==> src/rtl/opentrig_spi_pkg.sv <==
// Shared definitions for the opentrig SPI link (command receiver, spi_so
// shifter and trigger core).
//   state_t     : receiver frame state (IDLE, CMD, DATA, DONE)
//   CMD_W       : command byte width; CMD_WR_BIT selects write (1) / read (0)
//   FRAME_BITS  : total frame length for a given data field width
//   REG_*       : register addresses decoded by the trigger core
package opentrig_spi_pkg;

  typedef enum logic [1:0] {
    IDLE = 2'd0,
    CMD  = 2'd1,
    DATA = 2'd2,
    DONE = 2'd3
  } state_t;

  localparam int CMD_W      = 8;
  localparam int CMD_WR_BIT = 7;

  localparam logic [6:0] REG_TIMEOUT   = 7'h01;
  localparam logic [6:0] REG_TRIG_MASK = 7'h02;
  localparam logic [6:0] REG_ARM_MASK  = 7'h03;
  localparam logic [6:0] REG_DEBUG_MUX = 7'h05;

  function automatic int FRAME_BITS(input int data_w);
    return CMD_W + data_w;
  endfunction

endpackage

==> src/rtl/spi_sync_edge.sv <==
// Synchronizer plus edge detector for one asynchronous SPI input.
//   clk    : sampling clock
//   reset  : asynchronous active-low reset, clears every flop
//   din    : asynchronous input
//   level  : synchronized level (last synchronizer stage)
//   rise   : one-cycle pulse on a synchronized 0->1 transition
//   fall   : one-cycle pulse on a synchronized 1->0 transition
module spi_sync_edge #(
  parameter int STAGES = 2
) (
  input  logic clk,
  input  logic reset,
  input  logic din,
  output logic level,
  output logic rise,
  output logic fall
);

  // sr[STAGES-1:0] are the synchronizer flops, sr[STAGES] is the history flop
  logic [STAGES:0] sr;

  always_ff @(posedge clk or negedge reset) begin
    if (!reset) begin
      sr <= '0;
    end else begin
      sr <= {sr[STAGES-1:0], din};
    end
  end

  assign level = sr[STAGES-1];
  assign rise  = sr[STAGES-1] & ~sr[STAGES];
  assign fall  = ~sr[STAGES-1] & sr[STAGES];

endmodule

==> src/rtl/spi_cmd_rx.sv <==
// SPI mode-0 command frame receiver (MCU -> FPGA).
// Frame: command byte (bit 7 = write, bits 6:0 = address) then DATA_W data
// bits, MSB first. Issues one-cycle register write / read strobes.
//   pll_clk   : sole clock (spi_clk must be <= pll_clk/8)
//   reset     : asynchronous active-low reset
//   spi_clk   : SPI clock, idle low, asynchronous
//   spi_cs    : SPI chip select, active low, asynchronous
//   spi_si    : SPI MOSI, sampled on spi_clk rising edge
//   wr_valid  : write strobe; wr_addr / wr_data held until next write
//   rd_req    : read strobe after command byte; rd_addr held until next read
//   frame_err : strobe when cs rises on a partially received frame
//   busy      : high while a frame is in progress (CMD, DATA)
module spi_cmd_rx
  import opentrig_spi_pkg::*;
#(
  parameter int DATA_W      = 24,
  parameter int ADDR_W      = 7,
  parameter int SYNC_STAGES = 2
) (
  input  logic              pll_clk,
  input  logic              reset,
  input  logic              spi_clk,
  input  logic              spi_cs,
  input  logic              spi_si,
  output logic              wr_valid,
  output logic [ADDR_W-1:0] wr_addr,
  output logic [DATA_W-1:0] wr_data,
  output logic              rd_req,
  output logic [ADDR_W-1:0] rd_addr,
  output logic              frame_err,
  output logic              busy
);

  localparam int CNT_W = $clog2(FRAME_BITS(DATA_W) + 1);
  localparam logic [CNT_W-1:0] LAST_CMD_BIT   = CNT_W'(CMD_W - 1);
  localparam logic [CNT_W-1:0] LAST_FRAME_BIT = CNT_W'(FRAME_BITS(DATA_W) - 1);

  logic clk_level, clk_rise, clk_fall;
  logic cs_high, cs_rise, cs_fall;
  logic si_level, si_rise, si_fall;

  spi_sync_edge #(.STAGES(SYNC_STAGES)) u_sync_clk (
    .clk(pll_clk), .reset(reset), .din(spi_clk),
    .level(clk_level), .rise(clk_rise), .fall(clk_fall)
  );

  spi_sync_edge #(.STAGES(SYNC_STAGES)) u_sync_cs (
    .clk(pll_clk), .reset(reset), .din(spi_cs),
    .level(cs_high), .rise(cs_rise), .fall(cs_fall)
  );

  // MOSI goes through an identical chain so its level lines up with clk_rise
  spi_sync_edge #(.STAGES(SYNC_STAGES)) u_sync_si (
    .clk(pll_clk), .reset(reset), .din(spi_si),
    .level(si_level), .rise(si_rise), .fall(si_fall)
  );

  logic unused_edges;
  assign unused_edges = &{1'b0, clk_level, clk_fall, cs_rise, si_rise, si_fall};

  state_t               state;
  logic [CNT_W-1:0]     bit_cnt;
  logic [CMD_W-2:0]     cmd_sr;
  logic [CMD_W-1:0]     cmd_reg;
  logic [DATA_W-1:0]    data_sr;
  // Strobes are staged one cycle behind the deciding edge so that the
  // registered output lands at SYNC_STAGES+1 cycles and so that an abort
  // straight after the command byte cannot coincide with rd_req.
  logic                 wr_pend, rd_pend, err_pend;

  logic [CMD_W-1:0]     cmd_next;
  logic [DATA_W-1:0]    data_next;

  assign cmd_next  = {cmd_sr, si_level};
  assign data_next = {data_sr[DATA_W-2:0], si_level};

  always_ff @(posedge pll_clk or negedge reset) begin
    if (!reset) begin
      state     <= IDLE;
      bit_cnt   <= '0;
      cmd_sr    <= '0;
      cmd_reg   <= '0;
      data_sr   <= '0;
      wr_pend   <= 1'b0;
      rd_pend   <= 1'b0;
      err_pend  <= 1'b0;
      wr_valid  <= 1'b0;
      wr_addr   <= '0;
      wr_data   <= '0;
      rd_req    <= 1'b0;
      rd_addr   <= '0;
      frame_err <= 1'b0;
      busy      <= 1'b0;
    end else begin
      wr_valid  <= wr_pend;
      rd_req    <= rd_pend;
      frame_err <= err_pend;
      wr_pend   <= 1'b0;
      rd_pend   <= 1'b0;
      err_pend  <= 1'b0;
      if (wr_pend) begin
        wr_addr <= cmd_reg[ADDR_W-1:0];
        wr_data <= data_sr;
      end
      if (rd_pend) begin
        rd_addr <= cmd_reg[ADDR_W-1:0];
      end

      case (state)
        IDLE: begin
          // only a real high->low transition starts a frame, so cs held low
          // through reset release is ignored until it goes high first
          if (cs_fall) begin
            state   <= CMD;
            busy    <= 1'b1;
            bit_cnt <= '0;
          end
        end
        CMD, DATA: begin
          // cs_high takes priority over a coincident spi_clk rise
          if (cs_high) begin
            state    <= IDLE;
            busy     <= 1'b0;
            err_pend <= (bit_cnt != '0);
          end else if (clk_rise) begin
            bit_cnt <= bit_cnt + 1'b1;
            if (state == CMD) begin
              cmd_sr <= cmd_next[CMD_W-2:0];
              if (bit_cnt == LAST_CMD_BIT) begin
                state   <= DATA;
                cmd_reg <= cmd_next;
                rd_pend <= ~cmd_next[CMD_WR_BIT];
              end
            end else begin
              data_sr <= data_next;
              if (bit_cnt == LAST_FRAME_BIT) begin
                state   <= DONE;
                busy    <= 1'b0;
                wr_pend <= cmd_reg[CMD_WR_BIT];
              end
            end
          end
        end
        DONE: begin
          // surplus bits are dropped; no second frame within one cs window
          if (cs_high) begin
            state <= IDLE;
          end
        end
        default: begin
          state <= IDLE;
          busy  <= 1'b0;
        end
      endcase
    end
  end

endmodule

==> config.mk <==
export PLATFORM = sky130hd
export DESIGN_NAME = spi_cmd_rx
export DESIGN_NICKNAME = d
export VERILOG_FILES = /design/src/rtl/opentrig_spi_pkg.sv /design/src/rtl/spi_sync_edge.sv /design/src/rtl/spi_cmd_rx.sv
export SDC_FILE = /design/constraint.sdc
export NUM_CORES = 1
export LEC_CHECK = 0
export BUFFER_PORTS_ARGS = -buffer_cell sky130_fd_sc_hd__buf_4
export CAP_MARGIN = 20
export CORE_MARGIN = 2
export CORE_UTILIZATION = 50
export CTS_CLUSTER_DIAMETER = 150
export DETAILED_ROUTE_END_ITERATION = 12
export PLACE_DENSITY_LB_ADDON = 0.1
export SYNTH_ARGS = -nofsm -noshare
export SYNTH_HDL_FRONTEND = slang
export SYNTH_SLANG_ARGS = --single-unit
==> constraint.sdc <==
create_clock -name pll_clk -period 4.9 [get_ports pll_clk]
set_clock_uncertainty 0.05 [all_clocks]
set_input_delay 0.98 -clock pll_clk [delete_from_list [all_inputs] [get_ports pll_clk]]
set_output_delay 0.98 -clock pll_clk [all_outputs]
set_load 0.02 [all_outputs]
# Yosys cells after proc, flatten, opt, wreduce, memory -nomap -nowiden

Index checks and enable logic that the tools add are counted.

Output and inout bits: 42
Input port bits: 5
Flip-flop bits (word level): 100
Logic and storage cells: 79

Muxes and demuxes: 30
Reduce and logical (&&, ||, !) cells: 10
Bitwise operators: 6
Eq/ne operators: 14
$add $sub $neg: 1

Operators with widths:

| kind                  | count |
|---|---|
| $mux W6               | 3 |
| $mux W1               | 17 |
| $reduce_and A5 Y1     | 3 |
| $mux W2               | 7 |
| $pmux W6 S2           | 1 |
| $reduce_and A4 Y1     | 3 |
| $ne A3 B2 Y1 const B  | 3 |
| $ne A4 B3 Y1 const B  | 2 |
| $add A6 B1 Y6 const B | 1 |
| $eq A6 B3 Y1 const B  | 1 |
| $eq A6 B5 Y1 const B  | 1 |
| $ne A2 B2 Y1 const B  | 3 |
| $pmux W2 S3           | 1 |
| $reduce_bool A6 Y1    | 1 |
| $eq A2 B2 Y1 const B  | 2 |
| $not A1 Y1            | 4 |
| $and A1 B1 Y1         | 2 |
| $eq A2 B1 Y1 const B  | 1 |
| $logic_not A2 Y1      | 1 |
| $ne A2 B1 Y1 const B  | 1 |
| $pmux W1 S2           | 1 |
| $reduce_bool A2 Y1    | 1 |
| $reduce_or A2 Y1      | 1 |

# Longest topological paths before layout

Gate-level depths: netlist of the first run.

Depth after elaboration: 6
Gate-level depth with buffers: 7
Depth with buffers taken out: 6

# Hierarchy

Synthesis of the first run repeated with hierarchy kept, for this count alone.

Cell total of the unflattened synthesis: 262
Area total of the unflattened synthesis: 3966.3 um2

By module, submodules not included:

| module        | sequential area each (um2) | cells an instance | area each (um2) | instances |
|---|---|---|---|---|
| spi_cmd_rx    | 2302.2                     | 247               | 3696.0          | 1 |
| spi_sync_edge | 75.1                       | 5                 | 90.1            | 3 |

# Least setup slack after synthesis of the first run

Ideal clock, no wire load.

Path type: register to register
From: register state[0]
To: register data_sr[10]
Buffers on the path: 2
Setup slack: 2753 ps
Setup time: 125 ps
Stages on the path, launching flop included: 8
Arrival: 1973 ps
Clock period less this slack: 2147 ps
Data required time: 4725 ps
Path through: dfrtp_1 inv_1 ha_1 clkbuf_1 nand2_1 nor3_2 buf_2 mux2_2

Longest elaborated chain between the ends: 3
Elaborated cells between the ends (all ways): 5
Classes of those cells: eq/ne: 2; bitwise: 1; reduce/logical: 2

RTL lines:

| item                                           | line                                 | RTL |
|---|---|---|
| start, declared                                | spi_cmd_rx.sv:61                     | `state_t state;` |
| start signal, assigned                         | spi_cmd_rx.sv:79                     | `state <= IDLE;` |
| start signal, assigned                         | spi_cmd_rx.sv:114                    | `state <= CMD;` |
| start signal, assigned                         | spi_cmd_rx.sv:122                    | `state <= IDLE;` |
| $eq A2 B1 Y1 or $eq A2 B2 Y1 (tied branches)   | spi_cmd_rx.sv:109, spi_cmd_rx.sv:127 |  |
| $reduce_or A2 Y1 or $not A1 Y1 (tied branches) | n/a                                  |  |
| $reduce_and A4 Y1 (no source line) *           | n/a                                  |  |
| end signal, assigned                           | spi_cmd_rx.sv:135                    | `data_sr <= data_next;` |
| end, declared                                  | spi_cmd_rx.sv:65                     | `logic [DATA_W-1:0] data_sr;` |

Every way passes the cells marked *; elsewhere a longest branch is shown, timed or not.
A chain may end at the register's enable or synchronous reset.

# Worst setup path after layout of the first run

From: register state[1]
To: register cmd_reg[6]

Longest elaborated chain between the ends: 3
Elaborated cells between the ends (all ways): 4
Classes of those cells: eq/ne: 2; reduce/logical: 2

RTL lines:

| item                                         | line                                 | RTL |
|---|---|---|
| $eq A2 B1 Y1 or $eq A2 B2 Y1 (tied branches) | spi_cmd_rx.sv:109, spi_cmd_rx.sv:127 |  |
| $reduce_or A2 Y1                             | spi_cmd_rx.sv:109                    | `case (state)` |
| $reduce_and A5 Y1 (no source line) *         | n/a                                  |  |
| end signal, assigned                         | spi_cmd_rx.sv:131                    | `cmd_reg <= cmd_next;` |
| end, declared                                | spi_cmd_rx.sv:64                     | `logic [CMD_W-1:0] cmd_reg;` |

Marked as above.

==> results of run 1 <==
-- cell type report --
type / instances / area, sq um / area share
timing repair buffer: 49 / 388 / 0.0852
multi-input combinational: 137 / 1270 / 0.280
clock buffer: 11 / 151 / 0.0333
inverter: 8 / 30.0 / 0.00660
tap: 99 / 124 / 0.0272
sequential: 100 / 2500 / 0.550
clock inverter: 5 / 82.6 / 0.0181
-- path summary, 6_finish.rpt --
check	end	from	cells past startpoint	slack [ns]
min	frame_err	err_pend	0	0.31
min reg2reg	frame_err	err_pend	0	0.31
max	cmd_reg[6]	state[1]	5	2.66
max reg2reg	cmd_reg[6]	state[1]	5	2.66
max in group asynchronous	cmd_reg[7]	reset	2	3.17
min in group asynchronous	bit_cnt[2]	reset	1	0.64
-- through the flow --
stage	worst slack (ns)	utilization	area, sq um	hold WS (ns)
floorplan	2.75	-	3840	0.281
global placement	2.44	0.585	4290	0.283
detailed placement	2.39	0.585	4290	0.286
CTS	2.35	0.617	4520	0.310
global route	2.44	0.621	4550	0.314
finish	2.66	0.621	4550	0.308
-- report_power, final --
group | internal [mW] | total (mW) | switching, mW
clock network | 0.318 | 0.591 | 0.274
registers | 0.891 | 0.942 | 0.0513
logic | 0.101 | 0.226 | 0.125
total | 1.31 | 1.76 | 0.450
-- kinds of logic after synthesis --
logic type                 share of synthesized area
AOI/OAI and AO/OA                             0.0404
adders and majority gates                     0.0195
buffers and inverters                         0.0192
DFF                                            0.651
muxes                                          0.226
and+or+nand+nor                               0.0443
-- placed cells by master (no fill, tap or decap), drive strengths merged --
| cell | n |
|---|---|
| dfrtp | 100 |
| mux2 | 77 |
| buf | 49 |
| clkbuf | 11 |
| inv | 9 |
| nand2 | 8 |
| a21oi | 7 |
| ha | 6 |
| o21ai | 5 |
| nor3 | 4 |
| a31oi | 3 |
| nor2 | 3 |
| or3 | 3 |
| nand2b | 2 |
| and2b | 2 |
| or4 | 2 |
| a221o | 2 |
| o31ai | 2 |
| nand3 | 2 |
| bufinv | 2 |
| clkinv | 2 |
| a311oi | 1 |
| nand4 | 1 |
| nor4 | 1 |
| and3 | 1 |
| a2bb2oi | 1 |
| or3b | 1 |
| a21boi | 1 |
| a21o | 1 |
| o22a | 1 |
-- metal layers --
metal | part of all wire | wire length (microns) | vias up
li1 | - | - | 1008
met1 | 0.48 | 2910 | 1050
met2 | 0.46 | 2750 | 58
met3 | 0.050 | 299 | 8
met4 | 0.013 | 79 | 0
met5 | 0 | 0 | -
==> flow_metrics.env, run 1 <==
export IMPL_grt_busiest_layer="met2"
export IMPL_diodes=0
export IMPL_ir_drop_mv=0.217
export IMPL_synth_avg_cell_area_sq_um=15.1
export IMPL_type_of_element_capturing_the_critical_path="flip-flop"
export IMPL_worst_slew_margin_rel=0.514
export IMPL_nFillCells=592
export IMPL_dr_first_iter_drc_count=58
export IMPL_grt_overflow_total=0
export IMPL_synth_ff_latch_count=100
export IMPL_power_density_cell_area_mw_per_mm2=386
export IMPL_worstSkewPairLatency_ns=0.35
export IMPL_core_region_area_sq_mm=0.00733
export IMPL_detail_route_first_pass_iterations=4
export IMPL_yosys_cell_types_count=31
export IMPL_first_global_vias=2086
export IMPL_numClockSinks=100
export IMPL_synth_cells=254
export IMPL_pin_count=47
export IMPL_synth_yosys_warnings=0
export IMPL_dr_vias=2124
export IMPL_gr_usage_met3=0.0485
export IMPL_finalPower_mw=1.76
export IMPL_synth_most_common_cell="sky130_fd_sc_hd__dfrtp_1"
export IMPL_drive_gt1_frac=0.465
export IMPL_synth_seq_area_share=0.651
export IMPL_netlist_area_leader_share=0.651
export IMPL_clock_period_minus_final_worst_setup_slack_ns=2.24
export IMPL_floorplan_die_area_sq_mm=0.00840
export IMPL_ctsRootBufferMaster="sky130_fd_sc_hd__clkbuf_8"
export IMPL_cts_htree_levels=3
export IMPL_drt_vias_per_instance=5.19
export IMPL_gr_usage_met1=0.217
export IMPL_timing_final_crit_share=0.457
export IMPL_synthFlopType="sky130_fd_sc_hd__dfrtp_1"
export IMPL_place_detailed_hpwl_mm=3.92
export IMPL_tritoncts="yes"
export IMPL_post_synth_top_area_cell="sky130_fd_sc_hd__dfrtp_1"
export IMPL_die_width_microns=91.7
export IMPL_layout_nets=316
export IMPL_criticalPathCategory="flip-flop to flip-flop"
export IMPL_timing_final_max_slew_violations=0
export IMPL_cell_with_the_largest_stage_delay_on_the_worst_path="sky130_fd_sc_hd__nor3_2"
export IMPL_drv_cap=0
export IMPL_areaGrowthSynthToFinish_pct=18.4
export IMPL_drcViolationCount=0
export IMPL_setup_tns_ns=0
export IMPL_clock_path_buffers=2
export IMPL_globalplace_congestion=0.802
export IMPL_layoutNonFillerInstCount=409
export IMPL_rsz0062_at_grt="false"
export IMPL_synth_common_cells="100 x sky130_fd_sc_hd__dfrtp_1, 77 x sky130_fd_sc_hd__mux2_2, 8 x sky130_fd_sc_hd__inv_1, 8 x sky130_fd_sc_hd__nand2_1, 7 x sky130_fd_sc_hd__a21oi_1"
export IMPL_cts_setup_buffers=0
export IMPL_holdCritPathClass="flip-flop to flip-flop"
export IMPL_worstPathRequired_ns=5.08
export IMPL_maximum_number_of_pins_on_one_net_before_global_route_repair=61
export IMPL_worstPathCellList="inv_1 > ha_1 > nand4_1 > nor3_2 > mux2_2"
export IMPL_worst_path_dominant_cell_family="simple AND/OR/NAND/NOR gates"
export IMPL_cts_reportedPaths_clkPinSlew_ns=0.09
export IMPL_cp_buffers_inverters=1
export IMPL_cts_made_buffers=9
export IMPL_setup_violations_final=0
export IMPL_async_reset_ff_frac=1.00
export IMPL_post_place_cells=392
export IMPL_gr_usage_met2=0.235
export IMPL_io_buf_count=46
export IMPL_mappedNetlistNets=265
export IMPL_routedWlPerCell_microns=14.8
export IMPL_cts_stage_hold_buffer_count=0
export IMPL_total_leakage_power_nw=2.32
export IMPL_synth_top_cells_by_area="sky130_fd_sc_hd__dfrtp_1 65%, sky130_fd_sc_hd__mux2_2 23%, sky130_fd_sc_hd__ha_1 2.0%"
export IMPL_ant_nets=0
export IMPL_grt_pass1_wl_mm=10.3
export IMPL_fmax_mhz=447
export IMPL_synth_cell_area_sq_mm=0.00384
export IMPL_stage_delay_of_the_slowest_cell_on_the_critical_path_ns=0.63
export IMPL_globalRouteTotalUtil=0.158
export IMPL_crit_path_start_kind="flip-flop"
export IMPL_timing_critical_path_fanout_max=8
export IMPL_number_of_synthesized_flops_with_an_enable_pin=0
export IMPL_drt_wl_total_mm=6.04
export IMPL_worstMarginPinSlew_ns=0.730
export IMPL_dieHeight_microns=91.7
export IMPL_run_status="finished, final reports clean"
export IMPL_rows=31
export IMPL_number_of_gates_resized_after_cts=0
export IMPL_number_of_antenna_violations_at_the_first_check_in_global_routing=0
export IMPL_floorplan_initialDensity=0.524
export IMPL_arrival_ns=2.42
export IMPL_finalHoldViolCount=0
Note: power is estimated with default switching activity, not from simulation.
==> run 2, diff against run 1 <==
--- a/config.mk
+++ b/config.mk
@@ -5,6 +5,7 @@
 export SDC_FILE = /design/constraint.sdc
 export NUM_CORES = 1
 export LEC_CHECK = 0
+export ABC_AREA = 1
 export BUFFER_PORTS_ARGS = -buffer_cell sky130_fd_sc_hd__buf_4
 export CAP_MARGIN = 20
 export CORE_MARGIN = 2
==> constraint.sdc (replaced) <==
create_clock -name pll_clk -period 2.3 [get_ports pll_clk]
set_clock_uncertainty 0.05 [all_clocks]
set_input_delay 0.46 -clock pll_clk [delete_from_list [all_inputs] [get_ports pll_clk]]
set_output_delay 0.46 -clock pll_clk [all_outputs]
set_load 0.02 [all_outputs]
==> run 2 against run 1 <==
  * Synthesized area rose by 4.7%
  * Combinational power grew to 3.4 times the previous value
  * Wire length grew 12%
  * Count of clock-buffer cells in the layout fell by 2
  * Clock power rose by 81%
  * Synthesized cell count increased by 42%
  * Flip-flop and latch count is the same
  * Power up 120%
  * Global-route usage up 1.9 points
  * Fmax grew 15%
  * Hold slack worse by 0.15 ns
  * Critical endpoint is now data_sr[22]
  * Highest routed layer unchanged
==> flow_metrics.env, run 2 <==
export IMPL_drt_wl_total_mm=6.76
export IMPL_setup_tns_ns=0
export IMPL_routedWlPerCell_microns=13.1
export IMPL_globalRouteTotalUtil=0.177
export IMPL_grt_pass1_wl_mm=12.2
export IMPL_worstSkewPairLatency_ns=0.35
export IMPL_post_synth_top_area_cell="sky130_fd_sc_hd__dfrtp_1"
export IMPL_total_leakage_power_nw=2.49
export IMPL_timing_final_max_slew_violations=0
export IMPL_numClockSinks=100
export IMPL_power_share_sequential=0.522
export IMPL_worstPathRequired_ns=2.47
export IMPL_yosys_cell_types_count=32
export IMPL_layout_cells_most_common="sky130_fd_sc_hd__dfrtp_1"
export IMPL_worstPathCellList="inv_1 > ha_1 > nand2_4 > nor2_4 > nand2_2 > nor2_1 > a21oi_1"
export IMPL_cell_with_the_largest_stage_delay_on_the_worst_path="sky130_fd_sc_hd__ha_1"
export IMPL_drv_cap=0
export IMPL_pin_count=47
export IMPL_worst_hold_path_num_cells=1
export IMPL_synth_cells=360
export IMPL_detail_route_first_pass_iterations=4
export IMPL_finalPower_mw=3.83
export IMPL_timing_critical_path_fanout_max=28
export IMPL_cts_htree_levels=3
export IMPL_netSwitchingPower_mw=1.19
export IMPL_synth_yosys_warnings=0
export IMPL_mappedNetlistNets=371
export IMPL_synth_seq_area_share=0.622
export IMPL_synth_ff_latch_count=100
export IMPL_ir_drop_mv=0.391
export IMPL_synth_avg_cell_area_sq_um=11.2
export IMPL_cp_depth=7
export IMPL_cts_setup_buffers=0
export IMPL_fmax_mhz=513
export IMPL_cts_made_buffers=9
export IMPL_number_of_antenna_violations_at_the_first_check_in_global_routing=0
export IMPL_hold_path_startpoint="spi_cs"
export IMPL_critical_path_reg2reg_startpoint="state[0]"
export IMPL_stage_delay_of_the_slowest_cell_on_the_critical_path_ns=0.49
export IMPL_worst_path_dominant_cell_family="simple AND/OR/NAND/NOR gates"
export IMPL_rsz0062_at_grt="false"
export IMPL_worst_slew_margin_rel=0.675
export IMPL_floorplan_die_area_sq_mm=0.00878
export IMPL_clockPowerShare=0.280
export IMPL_place_detailed_hpwl_mm=4.67
export IMPL_drcViolationCount=0
export IMPL_worstMarginPinSlew_ns=0.485
export IMPL_fin_hold_ws_ns=0.157
export IMPL_grt_overflow_total=0
export IMPL_async_reset_ff_frac=1.00
export IMPL_globalplace_congestion=0.755
export IMPL_number_of_synthesized_flops_with_an_enable_pin=0
export IMPL_ant_nets=0
export IMPL_synth_most_common_cell="sky130_fd_sc_hd__dfrtp_1"
export IMPL_power_density_cell_area_mw_per_mm2=819
export IMPL_crit_path_start_kind="flip-flop"
export IMPL_most_common_layout_cells="100 x sky130_fd_sc_hd__dfrtp_1, 89 x sky130_fd_sc_hd__nand2_1, 49 x sky130_fd_sc_hd__buf_4"
export IMPL_synth_common_cells="100 x sky130_fd_sc_hd__dfrtp_1, 89 x sky130_fd_sc_hd__nand2_1, 35 x sky130_fd_sc_hd__mux2_2, 30 x sky130_fd_sc_hd__nand3_1, 25 x sky130_fd_sc_hd__inv_1"
export IMPL_cell_internal_pwr_mw=2.64
export IMPL_areaGrowthSynthToFinish_pct=16.0
export IMPL_rows=32
export IMPL_arrival_ns=2.12
export IMPL_dr_vias=2555
export IMPL_maximum_number_of_pins_on_one_net_before_global_route_repair=57
export IMPL_cp_buffers_inverters=1
export IMPL_netlist_area_leader_share=0.622
export IMPL_synth_top_cells_by_area="sky130_fd_sc_hd__dfrtp_1 62%, sky130_fd_sc_hd__mux2_2 9.8%, sky130_fd_sc_hd__nand2_1 8.3%"
export IMPL_run_status="finished, final reports clean"
export IMPL_worstRegToRegCells=7
export IMPL_clock_period_minus_final_worst_setup_slack_ns=1.95
export IMPL_diodes=0
export IMPL_setup_violations_final=0
export IMPL_share_comb_of_total_power=0.198
export IMPL_finalHoldViolCount=0
export IMPL_floorplan_initialDensity=0.518
export IMPL_criticalPathCategory="flip-flop to flip-flop"
export IMPL_synth_cell_area_sq_mm=0.00402
export IMPL_drt_vias_per_instance=4.97
export IMPL_cts_reportedPaths_clkPinSlew_ns=0.09
export IMPL_type_of_element_capturing_the_critical_path="flip-flop"
export IMPL_number_of_gates_resized_after_cts=0
export IMPL_dr_first_iter_drc_count=121
export IMPL_layout_nets=419
export IMPL_first_global_vias=2560
export IMPL_dieHeight_microns=93.7
export IMPL_holdCritPathClass="primary input to flip-flop"
export IMPL_switching_share=0.310
export IMPL_ctsRootBufferMaster="sky130_fd_sc_hd__clkbuf_8"
export IMPL_synthFlopType="sky130_fd_sc_hd__dfrtp_1"
export IMPL_die_width_microns=93.7
export IMPL_drive_gt1_frac=0.296
export IMPL_core_region_area_sq_mm=0.00777
export IMPL_timing_final_crit_share=0.848
export IMPL_startpoint="state[0]"
export IMPL_tritoncts="yes"
export IMPL_io_buf_count=46
export IMPL_cts_stage_hold_buffer_count=1
export IMPL_clock_path_buffers=2
[run 2: layout make-up]
class,count,area (sq um)
Inverter,29,109
Multi-Input combinational cell,216,1330
Timing Repair Buffer,52,418
Clock inverter,6,63.8
Sequential cell,100,2500
Tap cell,102,128
Clock buffer,9,124
Fill cell,659,3100
[run 2: power groups by stage]
| stage | registers (mW) | logic (mW) | clock network [mW] |
|---|---|---|---|
| CTS | 2.00 | 0.763 | 1.11 |
| finish | 2.00 | 0.758 | 1.07 |
| global placement | 2.02 | 0.739 | 0 |
| floorplan | 2.02 | 0.599 | 0 |
| detailed placement | 2.03 | 0.758 | 0 |
| global route | 2.02 | 0.870 | 1.19 |
[run 2: logic make-up (layout without fill, tap and decap cells)]
| group | Yosys count | after routing | share of synthesized area |
|---|---|---|---|
| compound gates | 25 | 25 | 0.0386 |
| simple gates | 146 | 146 | 0.164 |
| buf+inv | 44 | 96 | 0.0488 |
| mux | 37 | 37 | 0.104 |
| fa+ha+maj | 6 | 6 | 0.0187 |
| xor+xnor | 2 | 2 | 0.00435 |
| flops | 100 | 100 | 0.622 |
[run 2: final timing paths]
path                              endpoint  slack, ns
setup reg to reg               data_sr[22]       0.35
max in group asynchronous      wr_data[11]       1.12
hold reg to reg            u_sync_cs.sr[1]       0.30
min in group asynchronous      wr_data[19]       0.49
hold / removal             u_sync_cs.sr[0]       0.16
setup / recovery               data_sr[22]       0.35
[run 2: metrics by stage]
step	utilization	instances	area, sq um	setup slack, ns
detailed placement	0.576	498	4470	0.368
finish	0.601	514	4670	0.350
global placement	0.576	498	4470	0.435
floorplan	-	360	4020	0.707
global route	0.601	514	4670	0.172
CTS	0.601	514	4670	0.335
[run 2: routing by layer]
layer  share of wire  global-route usage  vias up
met3           0.033              0.0377       11
met1            0.47               0.238     1242
met4           0.017              0.0592        0
li1                -                   -     1261
met5               0                   0        -
met2            0.48               0.289       41
